**config.mk**
```make
export PLATFORM = sky130hd
export DESIGN_NAME = nim_match_ctrl
export DESIGN_NICKNAME = d
export VERILOG_FILES = /design/src/rtl/nim_match_ctrl.sv
export SDC_FILE = /design/constraint.sdc
export NUM_CORES = 1
export LEC_CHECK = 0
export CAP_MARGIN = 30
export CORE_MARGIN = 2
export CORE_UTILIZATION = 30
export DETAILED_ROUTE_END_ITERATION = 8
export PLACE_DENSITY = 0.57
export RECOVER_POWER = 25
export SYNTH_ARGS = -nofsm -noshare
export SYNTH_HDL_FRONTEND = slang
export SYNTH_SLANG_ARGS = --single-unit
```
**constraint.sdc**
```tcl
create_clock -name clk -period 4.8 [get_ports clk]
set_clock_uncertainty 0.1 [all_clocks]
set_input_delay 0.72 -clock clk [delete_from_list [all_inputs] [get_ports clk]]
set_output_delay 0.72 -clock clk [all_outputs]
set_load 0.005 [all_outputs]
```
**src/rtl/nim_match_ctrl.sv**
```systemverilog
// nim_match_ctrl: match controller for the pile-taking game.
// Holds the pile counts, the cursor/amount selection and the current player.
// It validates each commit, scores rounds, and ends the match at the target score.
module nim_match_ctrl #(
  parameter int PILES = 10,
  parameter int PW    = 4,
  parameter int SW    = 3
) (
  input  logic                       clk,
  input  logic                       rst_n,
  input  logic                       start,
  input  logic                       abort,
  input  logic [SW-1:0]              target,
  input  logic [PILES*PW-1:0]        init_piles,
  input  logic                       cur_left,
  input  logic                       cur_right,
  input  logic                       amt_up,
  input  logic                       amt_down,
  input  logic                       commit,
  output logic [PILES*PW-1:0]        piles,
  output logic [$clog2(PILES)-1:0]   cursor,
  output logic [PW-1:0]              amount,
  output logic                       player,
  output logic [SW-1:0]              score0,
  output logic [SW-1:0]              score1,
  output logic [1:0]                 state,
  output logic                       winner,
  output logic                       move_err
);

  localparam int CW = $clog2(PILES);
  localparam logic [CW-1:0] CUR_LAST = CW'(PILES - 1);
  localparam logic [PW-1:0] AMT_MAX  = '1;
  localparam logic [PW-1:0] AMT_ONE  = PW'(1);
  localparam logic [SW-1:0] SCORE_ONE = SW'(1);

  typedef enum logic [1:0] {
    S_IDLE       = 2'b00,
    S_PLAY       = 2'b01,
    S_ROUND_END  = 2'b10,
    S_MATCH_OVER = 2'b11
  } state_t;

  state_t                state_reg, state_next;
  logic [PILES*PW-1:0]   piles_reg, piles_next;
  logic [PILES*PW-1:0]   init_reg, init_next;
  logic [SW-1:0]         target_reg, target_next;
  logic [CW-1:0]         cursor_reg, cursor_next;
  logic [PW-1:0]         amount_reg, amount_next;
  logic                  player_reg, player_next;
  logic [SW-1:0]         score0_reg, score0_next;
  logic [SW-1:0]         score1_reg, score1_next;
  logic                  winner_reg, winner_next;
  logic                  move_err_reg, move_err_next;

  // Count of the pile under the cursor, and the round winner's score after increment.
  logic [PW-1:0] sel_pile;
  logic [SW-1:0] win_score;
  assign sel_pile  = piles_reg[cursor_reg*PW +: PW];
  assign win_score = (player_reg ? score1_reg : score0_reg) + SCORE_ONE;

  // State register: every output is taken straight from these flops.
  always_ff @(posedge clk or negedge rst_n) begin
    if (!rst_n) begin
      state_reg    <= S_IDLE;
      piles_reg    <= '0;
      init_reg     <= '0;
      target_reg   <= '0;
      cursor_reg   <= '0;
      amount_reg   <= AMT_ONE;
      player_reg   <= 1'b0;
      score0_reg   <= '0;
      score1_reg   <= '0;
      winner_reg   <= 1'b0;
      move_err_reg <= 1'b0;
    end else begin
      state_reg    <= state_next;
      piles_reg    <= piles_next;
      init_reg     <= init_next;
      target_reg   <= target_next;
      cursor_reg   <= cursor_next;
      amount_reg   <= amount_next;
      player_reg   <= player_next;
      score0_reg   <= score0_next;
      score1_reg   <= score1_next;
      winner_reg   <= winner_next;
      move_err_reg <= move_err_next;
    end
  end

  // Next-state logic. Priority is abort, then commit, then cursor/amount keys.
  always_comb begin
    state_next    = state_reg;
    piles_next    = piles_reg;
    init_next     = init_reg;
    target_next   = target_reg;
    cursor_next   = cursor_reg;
    amount_next   = amount_reg;
    player_next   = player_reg;
    score0_next   = score0_reg;
    score1_next   = score1_reg;
    winner_next   = winner_reg;
    move_err_next = 1'b0;

    if (abort) begin
      // The latched init copy and target are left stale on purpose.
      state_next  = S_IDLE;
      piles_next  = '0;
      score0_next = '0;
      score1_next = '0;
      player_next = 1'b0;
      cursor_next = '0;
      amount_next = AMT_ONE;
    end else begin
      case (state_reg)
        S_IDLE, S_MATCH_OVER: begin
          // An all-empty board would end the round with no legal move, so refuse it.
          if (start && (init_piles != '0)) begin
            init_next   = init_piles;
            target_next = (target == '0) ? SCORE_ONE : target;
            piles_next  = init_piles;
            score0_next = '0;
            score1_next = '0;
            player_next = 1'b0;
            cursor_next = '0;
            amount_next = AMT_ONE;
            state_next  = S_PLAY;
          end
        end
        S_PLAY: begin
          if (commit) begin
            if ((amount_reg != '0) && (amount_reg <= sel_pile)) begin
              piles_next[cursor_reg*PW +: PW] = sel_pile - amount_reg;
              amount_next = AMT_ONE;
              // Taking the last stone wins the round for the mover.
              if (piles_next == '0) state_next = S_ROUND_END;
              else                  player_next = ~player_reg;
            end else begin
              move_err_next = 1'b1;
            end
          end else begin
            if (cur_right && !cur_left)
              cursor_next = (cursor_reg == CUR_LAST) ? '0 : cursor_reg + CW'(1);
            else if (cur_left && !cur_right)
              cursor_next = (cursor_reg == '0) ? CUR_LAST : cursor_reg - CW'(1);
            if (amt_up && !amt_down)
              amount_next = (amount_reg == AMT_MAX) ? AMT_MAX : amount_reg + AMT_ONE;
            else if (amt_down && !amt_up)
              amount_next = (amount_reg <= AMT_ONE) ? AMT_ONE : amount_reg - AMT_ONE;
          end
        end
        S_ROUND_END: begin
          if (player_reg) score1_next = win_score;
          else            score0_next = win_score;
          if (win_score >= target_reg) begin
            winner_next = player_reg;
            state_next  = S_MATCH_OVER;
          end else begin
            // The round loser opens the next round on a fresh board.
            piles_next  = init_reg;
            player_next = ~player_reg;
            cursor_next = '0;
            amount_next = AMT_ONE;
            state_next  = S_PLAY;
          end
        end
        default: state_next = S_IDLE;
      endcase
    end
  end

  assign piles    = piles_reg;
  assign cursor   = cursor_reg;
  assign amount   = amount_reg;
  assign player   = player_reg;
  assign score0   = score0_reg;
  assign score1   = score1_reg;
  assign state    = state_reg;
  assign winner   = winner_reg;
  assign move_err = move_err_reg;

endmodule
```
==> metrics.cfg, run 1 <==
[placed_design]
placed_cell_area_sq_um = 8400
port_buffers = 110
gp_congestion = 0.952
dp_hpwl_um = 18800

[routing]
postRouteWirelength_um = 25100
routed_via_density = 5.66
wl_met2_um = 11900
drtPass1Iterations = 5
dr.max_layer_used = met4
wire_per_inst_um = 22.2
initialDrtViolationCount = 509
ant_nets = 0
wl_met1_um = 11600
routed-wl-met3_um = 1070
drc = 0
vias = 6394

[critical_path]
r2r-end = state[1]$_DFFE_PN0P_
crit_arrival_ns = 4.59
worst_setup_path_end_kind = flop
cp_slowest_cell = fa_1
r2r_start = cursor[0]$_DFFE_PN0P_
worstPathMaxFanout = 9
reg2reg_depth = 13
rrSetupSlack_ns = 0.36
criticalPathCategory = reg2reg
worstPathCellList = buf_4 > mux4_2 > mux2i_1 > o22ai_1 > fa_1 > inv_1 > a211oi_1 > a221o_1 > nor4b_2 > nand4b_1 > nor4_4 > o211ai_1 > mux2_4
slowest_delay_ns = 0.62
path_buf_inv = 2
start_kind = flop
crit_family = multiplexers
cp.required_ns = 4.95

[synth]
ys_warn_count = 0
synthArstFlopShare_pct = 100
synth_top_area_cell = dfrtp_1
synth_mux_area_share_pct = 15.7
syn_nets = 818
syn_area_sq_um = 6870
synth_top_flop_cell = dfrtp_1
synth_simple_gate_area_share_pct = 15.2
synth_cell_types = 70
ys_seq_area_share_pct = 37.2
yosys.area.top_type_share_pct = 36.8
ys_top_cells_by_area = dfrtp_1 (37%), mux2_2 (9.0%), nand2_1 (5.8%)
synth-edff-count = 0
synth_top_family_by_area = compound AO/OA/AOI/OAI gates
synth_compound_area_share_pct = 22.5
synthAdderAreaFrac_pct = 4.30
synthCells = 743
synthXorXnorAreaFrac_pct = 0.765
ys_ff_latch = 102
avgSynthCellArea_sq_um = 9.24

[sta]
finalHoldViolCount = 0
slew_headroom_pct = 34.5
report.final.slew_viol_count = 0
setup_tns_ns = 0
finalSetupViolations = 0
rsz0062_at_grt = no
max_freq_mhz = 225
period_share_pct = 92.5
worstMarginPinSlew_ns = 0.982
min_period_ns = 4.44

[clocking]
clkTransAtPathRegs_ns = 0.08
max-clock-path-buffers = 2
cts_hold_buf = 0
root_buffer = clkbuf_16
postCtsSetupRepairBufs = 0
clock-sinks = 102
numCtsBuffers = 9
clk_latency_ns = 0.36
post_cts_resized = 0
cts_tree = built
h-tree-depth = 3

[grt]
grt_start_max_net_pins = 68
gr-total-overflow = 0
antenna_found_initial = 0
grt_pass1_vias = 6272
grt_pass1_wl_um = 39000
grt_usage_pct = 21.0

[floorplanning]
die_area_sq_um = 24100
die_h_um = 155
coreArea_sq_um = 22600
io_pins = 111
initial_core_util_pct = 30.4
row_count = 55
die_w_um = 155

[power_and_ir_drop]
power.density_nw_per_um2 = 691
peakVddDrop_uv = 317
p_leak_nw = 3.50

[outcome]
status = finished clean

[job]
max_cap_viol_count = 0

[finish]
syn2layout_area_growth_pct = 28.1
nets = 915
final_area_sq_um = 8790
final_cell_mix = clkdlybuf4s50_1 (109), nand2_1 (106), dfrtp_1 (100), o21ai_0 (67), mux2_2 (55)
final_common_cell = clkdlybuf4s50_1
drive_gt1_share_pct = 14.8
num_antenna_cells = 0

[min_path]
hold_path.class = in2async

layer usage:
layer,vias up,GRT usage (%)
met5,-,0
met4,0,5.72
met3,22,3.31
met2,174,34.5
met1,3209,28.8
li1,2989,-
synth_stat cells, types with 2 or more instances:
cell / count
nand2b_1: 11
a211o_1: 2
nand3_1: 14
buf_1: 6
o21ai_1: 12
and4_1: 2
mux4_2: 9
o2111ai_1: 2
ha_1: 22
nand4_1: 3
or3_1: 2
inv_1: 19
o31ai_1: 39
a21o_1: 6
o22a_1: 2
clkbuf_1: 48
xnor2_1: 5
nand2_1: 107
nor2_1: 29
mux2i_1: 24
a221o_1: 24
a21oi_1: 22
nand4b_1: 2
o21ai_0: 67
and3_1: 2
nor3_1: 12
mux2_2: 55
and2_1: 3
a221oi_1: 2
o41ai_1: 3
o22ai_1: 6
nor2b_1: 5
o211ai_1: 22
nor4_1: 15
dfrtp_1: 101
a31oi_1: 2
a211oi_1: 2
o21a_1: 2
worst reg2reg max path, delay by kind of cell (launching register included):
kind            cells  cell delay [ns]
buf+inv             2             0.42
simple gates        3             0.88
compound gates      4             0.82
flops               1             0.47
mux                 3             1.02
fa+ha+maj           1             0.62
report_power, final:
group,internal [mW],switching [mW]
combinational,1.54,1.99
clock,0.620,0.362
sequential,1.20,0.363
total,3.36,2.72
worst max path at each step:
| stage | start | end | slack (ns) | depth (start not counted) |
|---|---|---|---|---|
| 5_1_grt | cursor[0]$_DFFE_PN0P_ | state[1]$_DFFE_PN0P_ | 0.12 | 14 |
| 6_report | cursor[0]$_DFFE_PN0P_ | state[1]$_DFFE_PN0P_ | 0.36 | 13 |
| 4_1_cts | cursor[0]$_DFFE_PN0P_ | state[1]$_DFFE_PN0P_ | 0.26 | 13 |
| 3_3_place_gp | cursor[0]$_DFFE_PN0P_ | state[1]$_DFFE_PN0P_ | 0.29 | 14 |
| 3_5_place_dp | cursor[0]$_DFFE_PN0P_ | state[1]$_DFFE_PN0P_ | 0.27 | 13 |
| 2_1_floorplan | cursor[0]$_DFFE_PN0P_ | state[1]$_DFFE_PN0P_ | 0.007 | 15 |
kinds of logic after synthesis:
logic type / after synthesis
AO/OA/AOI/OAI: 227
AND/OR/NAND/NOR: 219
flip-flops: 102
multiplexers: 89
buffers and inverters: 77
adder cells (fa/ha/maj): 23
XOR/XNOR: 6
final cells by class:
type                       instances  area (sq um)
clock buffer                       9           225
fill                            2250         13800
sequential                       102          2550
timing repair buffer             142          1390
multi-input combinational        564          4020
tap                              285           357
clock inverter                     7           168
inverter                          21          78.8
metrics by stage:
step	utilization, %	total power, mW	instances	hold WS (ns)	setup WS [ns]
floorplan	-	3.64	743	0.324	0.00681
global placement	37.1	5.09	1113	0.387	0.294
detailed placement	37.2	5.08	1114	0.380	0.266
CTS	39.0	6.08	1130	0.0696	0.259
global route	39.0	6.50	1130	0.240	0.115
finish	39.0	6.07	1130	0.202	0.358
Power figures use the tool's default switching activity.
==> inputs of run 2 (changes only) <==
--- a/config.mk
+++ b/config.mk
@@ -6,7 +6,7 @@
 export NUM_CORES = 1
 export LEC_CHECK = 0
 export CAP_MARGIN = 30
-export CORE_MARGIN = 2
+export CORE_MARGIN = 3
 export CORE_UTILIZATION = 30
 export DETAILED_ROUTE_END_ITERATION = 8
 export PLACE_DENSITY = 0.57
==> run 2 against run 1 <==
Against the previous run:
- the flow now finishes with violations (max-capacitance violations, max-slew violations)
- maximum frequency increased by 0.21%
- utilization increased by 0.072 points
- register-to-register slack about the same
- wire length increased by 1.5%
- critical endpoint unchanged
- largest cell class unchanged
- highest routed layer unchanged
==> metrics.cfg, run 2 (synthesized netlist as in run 1, its figures left out) <==
[finish]
multi_input_area_sq_um = 4020  ; unchanged
final_core_util_pct = 39.0  ; +0.072 points
ff_latch_area_sq_um = 2550  ; about the same
drive_gt1_share_pct = 14.3  ; -0.52 points
fillCellCount = 2252  ; +0.089%
final_cells = 1121  ; -0.80%
nets = 911  ; -0.44%
syn2layout_area_growth_pct = 26.0
num_antenna_cells = 0  ; unchanged
final_common_cell = clkdlybuf4s50_1
final_cell_mix = clkdlybuf4s50_1 (109), nand2_1 (106), dfrtp_1 (101), o21ai_0 (67), mux2_2 (55)

[floorplanning]
row_count = 54  ; -1.8%
die_w_um = 157  ; +1.3%
io_pins = 111  ; unchanged
die_h_um = 157  ; +1.3%
coreArea_sq_um = 22200  ; -1.8%
initial_core_util_pct = 31.0  ; +0.56 points
die_area_sq_um = 24700  ; +2.6%

[sta]
worstMarginPinSlew_ns = 3.75  ; +2.77 ns
finalSetupViolations = 0  ; unchanged
finalHoldViolCount = 0  ; unchanged
fin_ws_ns = 0.367  ; +0.00934 ns
setup_tns_ns = 0  ; unchanged
rsz0062_at_grt = no
min_period_ns = 4.43  ; -0.00934 ns
hold_ws_ns = 0.395  ; +0.193 ns
period_share_pct = 92.4  ; -0.19 points
max_freq_mhz = 226  ; +0.21%
report.final.slew_viol_count = 64  ; +64
slew_headroom_pct = -150  ; -180 points

[critical_path]
rrSetupSlack_ns = 0.37  ; about the same
cp_slowest_cell = or4b_1
crit_end = state[1]$_DFFE_PN0P_
reg2reg_depth = 14  ; +1
r2r-end = state[1]$_DFFE_PN0P_
worstPathCellList = buf_4 > inv_1 > nand2_1 > inv_1 > ha_1 > or4b_1 > nor3_1 > buf_4 > mux2i_1 > and4_1 > nand4b_1 > nor4_4 > o211ai_1 > mux2_4
cp.required_ns = 4.95  ; about the same
worstPathMaxFanout = 22  ; +13
cp-startpoint = cursor[0]$_DFFE_PN0P_
cp.depth = 14  ; +1
worst_setup_path_end_kind = flop
criticalPathCategory = reg2reg
start_kind = flop
crit_arrival_ns = 4.58  ; about the same
r2r_start = cursor[0]$_DFFE_PN0P_
path_buf_inv = 4  ; +2
crit_family = simple AND/OR/NAND/NOR gates
slowest_delay_ns = 0.61  ; about the same

[routing]
wire_per_inst_um = 22.7  ; +2.3%
ant_nets = 0  ; unchanged
drc = 0  ; unchanged
vias = 6429  ; +0.55%
initialDrtViolationCount = 520  ; +2.2%
routed_via_density = 5.74  ; +1.4%
postRouteWirelength_um = 25400  ; +1.5%
drtPass1Iterations = 5  ; unchanged

[clocking]
clk_latency_ns = 0.36  ; about the same
max-clock-path-buffers = 2  ; unchanged
post_cts_resized = 0  ; unchanged
clkTransAtPathRegs_ns = 0.08  ; about the same
clock-sinks = 102  ; unchanged
numCtsBuffers = 9  ; unchanged
cts_hold_buf = 0  ; unchanged
postCtsSetupRepairBufs = 0  ; unchanged
cts_tree = built
h-tree-depth = 3  ; unchanged
root_buffer = clkbuf_16

[placed_design]
gp_congestion = 0.931  ; -2.2%
dp_cells = 1105  ; -0.81%
post-place-ws_ns = 0.377  ; +0.111 ns
dp_hpwl_um = 18900  ; +0.40%
port_buffers = 110  ; unchanged

[grt]
grt.met1_usage_pct = 29.5  ; +0.66 points
grt_pass1_vias = 6364  ; +1.5%
antenna_found_initial = 0  ; unchanged
gr-total-overflow = 0  ; unchanged
grt_start_max_net_pins = 70  ; +2.9%
grt_usage_pct = 20.8  ; -0.17 points
met3_usage_pct = 2.75  ; -0.57 points
grt_pass1_wl_um = 39600  ; +1.6%
top_usage_layer = met2
use_met2_pct = 33.0  ; -1.5 points

[job]
max_cap_viol_count = 1  ; +1

[power_and_ir_drop]
peakVddDrop_uv = 271  ; -14%
switching_share_pct = 46.2  ; +1.5 points
clock_power_share_pct = 13.7  ; -2.5 points
p_int_mw = 3.15  ; -6.2%
pwr-share-comb_pct = 59.8  ; +1.7 points
seq_power_share_pct = 26.5  ; +0.8 points
p_sw_mw = 2.71  ; -0.33%
p_leak_nw = 3.44  ; -1.7%
power.density_nw_per_um2 = 677  ; -1.9%

[min_path]
min_path_cells = 2
hold_path.class = reg2reg

[outcome]
status = finished with violations
violations = max-capacitance violations, max-slew violations

-- run 2: per-layer routing --
metal | routed length, um | part of all wire (%)
met5 | 0 | 0
met4 | 643 | 2.5
met3 | 1590 | 6.2
met2 | 11800 | 47
met1 | 11400 | 45
-- run 2: final cells by class --
type | count | area share, %
repair buffers | 138 | 15.4
inverters | 21 | 0.911
flip-flops and latches | 102 | 29.5
clock buffers | 12 | 3.08
clock inverters | 4 | 0.607
well taps | 280 | 4.05
multi-input cells | 564 | 46.5
-- run 2: how the worst min path moves through the flow --
stage	start	endpoint	slack (ns)
after floorplan	rst_n	amount[1]$_DFFE_PN0P_	0.32
after global placement	target_reg[0]$_DFFE_PN0P_	target_reg[0]$_DFFE_PN0P_	0.38
after detailed placement	target_reg[0]$_DFFE_PN0P_	target_reg[0]$_DFFE_PN0P_	0.38
after CTS	target_reg[0]$_DFFE_PN0P_	target_reg[0]$_DFFE_PN0P_	0.40
after global routing	init_reg[14]$_DFFE_PN0P_	init_reg[14]$_DFFE_PN0P_	0.42
final	target_reg[0]$_DFFE_PN0P_	target_reg[0]$_DFFE_PN0P_	0.40
-- run 2: worst register-to-register path, cell delays in order, from the launching register on --
cell and delay [ns]:
dfrtp_1 0.56, buf_4 0.35, inv_1 0.14, nand2_1 0.12, inv_1 0.06, ha_1 0.28
or4b_1 0.61, nor3_1 0.37, buf_4 0.20, mux2i_1 0.27, and4_1 0.27, nand4b_1 0.15
nor4_4 0.38, o211ai_1 0.16, mux2_4 0.32
-- run 2: metrics by stage --
stage | total power, mW | area, sq um
after floorplan | 3.64 | 6870
after global placement | 5.04 | 8330
after detailed placement | 5.05 | 8340
after CTS | 5.86 | 8650
after global routing | 6.28 | 8650
final | 5.86 | 8650
-- run 2: power by group through the flow --
stage / clock, mW / sequential (mW) / combinational (mW)
2_1_floorplan: 0 / 1.43 / 2.21
3_3_place_gp: 0 / 1.56 / 3.48
3_5_place_dp: 0 / 1.57 / 3.48
4_1_cts: 0.820 / 1.55 / 3.50
5_1_grt: 0.852 / 1.60 / 3.83
6_report: 0.801 / 1.55 / 3.51
==> inputs of run 3 (changes only) <==
--- a/config.mk
+++ b/config.mk
@@ -5,11 +5,13 @@
 export SDC_FILE = /design/constraint.sdc
 export NUM_CORES = 1
 export LEC_CHECK = 0
+export ABC_CLOCK_PERIOD_IN_PS = 5300
 export CAP_MARGIN = 30
 export CORE_MARGIN = 3
 export CORE_UTILIZATION = 30
 export DETAILED_ROUTE_END_ITERATION = 8
-export PLACE_DENSITY = 0.57
+export DONT_BUFFER_PORTS = 1
+export PLACE_DENSITY = 0.49
 export RECOVER_POWER = 25
 export SYNTH_ARGS = -nofsm -noshare
 export SYNTH_HDL_FRONTEND = slang
==> constraint.sdc (replaced) <==
create_clock -name clk -period 5.3 [get_ports clk]
set_clock_uncertainty 0.1 [all_clocks]
set_input_delay 0.795 -clock clk [delete_from_list [all_inputs] [get_ports clk]]
set_output_delay 0.795 -clock clk [all_outputs]
set_load 0.005 [all_outputs]
==> run 3 against run 2 <==
Against the previous run:
- the run now ends clean
- register-to-register slack improved by 0.13 ns
- sequential share of layout area is 4.9 points higher
- critical endpoint unchanged
- combinational power decreased by 21%
- die area did not move
- sequential cell count is the same
- clock power down 19%
==> metrics.cfg, run 3 (synthesized netlist as in run 1, its figures left out) <==
[floorplanning]
initial_core_util_pct = 31.0  ; unchanged
die_area_sq_um = 24700  ; unchanged
io_pins = 111  ; unchanged
row_count = 54  ; unchanged
die_w_um = 157  ; unchanged
coreArea_sq_um = 22200  ; unchanged
die_h_um = 157  ; unchanged

[finish]
final_cell_mix = nand2_1 (106), dfrtp_1 (101), o21ai_0 (67), mux2_2 (55), o31ai_1 (39)
drive_gt1_share_pct = 14.6  ; +0.38 points
nets = 788  ; -14%
syn2layout_area_growth_pct = 8.00
final_common_cell = nand2_1
num_antenna_cells = 0  ; unchanged
fillCellCount = 2299  ; +2.1%

[sta]
period_share_pct = 90.5  ; -1.8 points
slew_headroom_pct = 38.9  ; +190 points
setup_tns_ns = 0  ; unchanged
min_period_ns = 4.80  ; +0.366 ns
report.final.slew_viol_count = 0  ; -100%
max_freq_mhz = 208  ; -7.6%
worstMarginPinSlew_ns = 0.913  ; -2.84 ns
finalSetupViolations = 0  ; unchanged
fin_ws_ns = 0.501  ; +0.134 ns
rsz0062_at_grt = no
finalHoldViolCount = 0  ; unchanged

[critical_path]
crit_arrival_ns = 4.94  ; +0.36 ns
start_kind = flop
r2r-end = state[1]$_DFFE_PN0P_
r2r_start = cursor[0]$_DFFE_PN0P_
worst_setup_path_end_kind = flop
rrSetupSlack_ns = 0.50  ; +0.13 ns
cp.required_ns = 5.44  ; +0.49 ns
criticalPathCategory = reg2reg
worstPathMaxFanout = 15  ; -32%
reg2reg_depth = 14  ; unchanged

[job]
max_cap_viol_count = 0  ; -1

[routing]
vias = 6072  ; -5.6%
initialDrtViolationCount = 550  ; +5.8%
wire_per_inst_um = 26.2  ; +16%
drc = 0  ; unchanged
ant_nets = 0  ; unchanged
routed_via_density = 6.09  ; +6.2%
drtPass1Iterations = 5  ; unchanged
postRouteWirelength_um = 26200  ; +2.8%

[clocking]
cts_tree = built
postCtsSetupRepairBufs = 0  ; unchanged
clkTransAtPathRegs_ns = 0.07  ; about the same
numCtsBuffers = 9  ; unchanged
root_buffer = clkbuf_16
clk_latency_ns = 0.36  ; about the same
cts_hold_buf = 0  ; unchanged
max-clock-path-buffers = 2  ; unchanged
post_cts_resized = 0  ; unchanged
h-tree-depth = 3  ; unchanged
clock-sinks = 102  ; unchanged

[grt]
grt_pass1_vias = 6149  ; -3.4%
grt_usage_pct = 21.3  ; +0.47 points
antenna_found_initial = 0  ; unchanged
grt_pass1_wl_um = 40000  ; +0.99%
grt_start_max_net_pins = 103  ; +47%
gr-total-overflow = 0  ; unchanged

[outcome]
status = finished clean

[placed_design]
post-place-ws_ns = 0.550  ; +0.173 ns
gp_congestion = 0.915  ; -1.7%
port_buffers = 0  ; -100%
dp_hpwl_um = 19100  ; +1.2%

[power_and_ir_drop]
p_leak_nw = 2.94  ; -14%
totalPowerFinal_mw = 4.89  ; -17%
peakVddDrop_uv = 260  ; -4.1%
power.density_nw_per_um2 = 659  ; -2.7%

[min_path]
hold_path.class = in2async

## run 3: cell count changes in the layout (fill, tap and decap cells not counted), sizes merged
cell / previous run / this run
buf: 28 / 15
bufinv: 1 / 0
clkbuf: 13 / 12
clkdlybuf4s50: 109 / 0
clkinv: 3 / 2
clkinvlp: 0 / 2
inv: 21 / 20
## run 3: how the worst max path moves through the flow
stage | start | end
floorplan | cursor[0]$_DFFE_PN0P_ | state[1]$_DFFE_PN0P_
global placement | cursor[0]$_DFFE_PN0P_ | state[1]$_DFFE_PN0P_
detailed placement | cursor[0]$_DFFE_PN0P_ | state[1]$_DFFE_PN0P_
CTS | cursor[0]$_DFFE_PN0P_ | state[1]$_DFFE_PN0P_
global route | cursor[0]$_DFFE_PN0P_ | state[1]$_DFFE_PN0P_
finish | cursor[0]$_DFFE_PN0P_ | state[1]$_DFFE_PN0P_
## run 3: power breakdown
group	switching (mW)	internal, mW
clock network	0.305	0.342
registers	0.402	1.08
logic	1.69	1.06
total	2.40	2.49
## run 3: per-layer routing
metal	share of wire [%]	wire length, um	track usage, %
met2	46	12000	33.1
met5	0	0	0
met1	43	11300	29.3
met3	8.6	2250	5.58
met4	2.2	563	6.40
## run 3: stage by stage
stage / instances / instance area [sq um] / utilization (%) / hold WS [ns]
after floorplan: 743 / 6870 / - / 0.356
after global placement: 982 / 7140 / 32.2 / 0.369
after detailed placement: 982 / 7140 / 32.2 / 0.394
after CTS: 997 / 7420 / 33.5 / 0.0167
after global routing: 997 / 7420 / 33.5 / 0.00952
final: 997 / 7420 / 33.5 / 0.0298
## run 3: critical path: stages (launching register included)
cell	delay, ns
dfrtp_1	0.74
mux4_2	0.61
mux2i_1	0.17
o22a_1	0.17
ha_1	0.16
inv_1	0.05
fa_1	0.54
inv_1	0.25
a211oi_1	0.12
a221o_1	0.41
nor4b_2	0.28
nand4b_1	0.22
nor4_4	0.38
o211ai_1	0.16
mux2_4	0.32
## run 3: area by class of cell
class | count | area [sq um] | area share, %
Clock inverter | 3 | 20.0 | 0.270
Multi-Input combinational cell | 564 | 4020 | 54.2
Timing Repair Buffer | 15 | 138 | 1.86
Inverter | 21 | 78.8 | 1.06
Tap cell | 280 | 350 | 4.72
Sequential cell | 102 | 2550 | 34.4
Clock buffer | 12 | 256 | 3.46
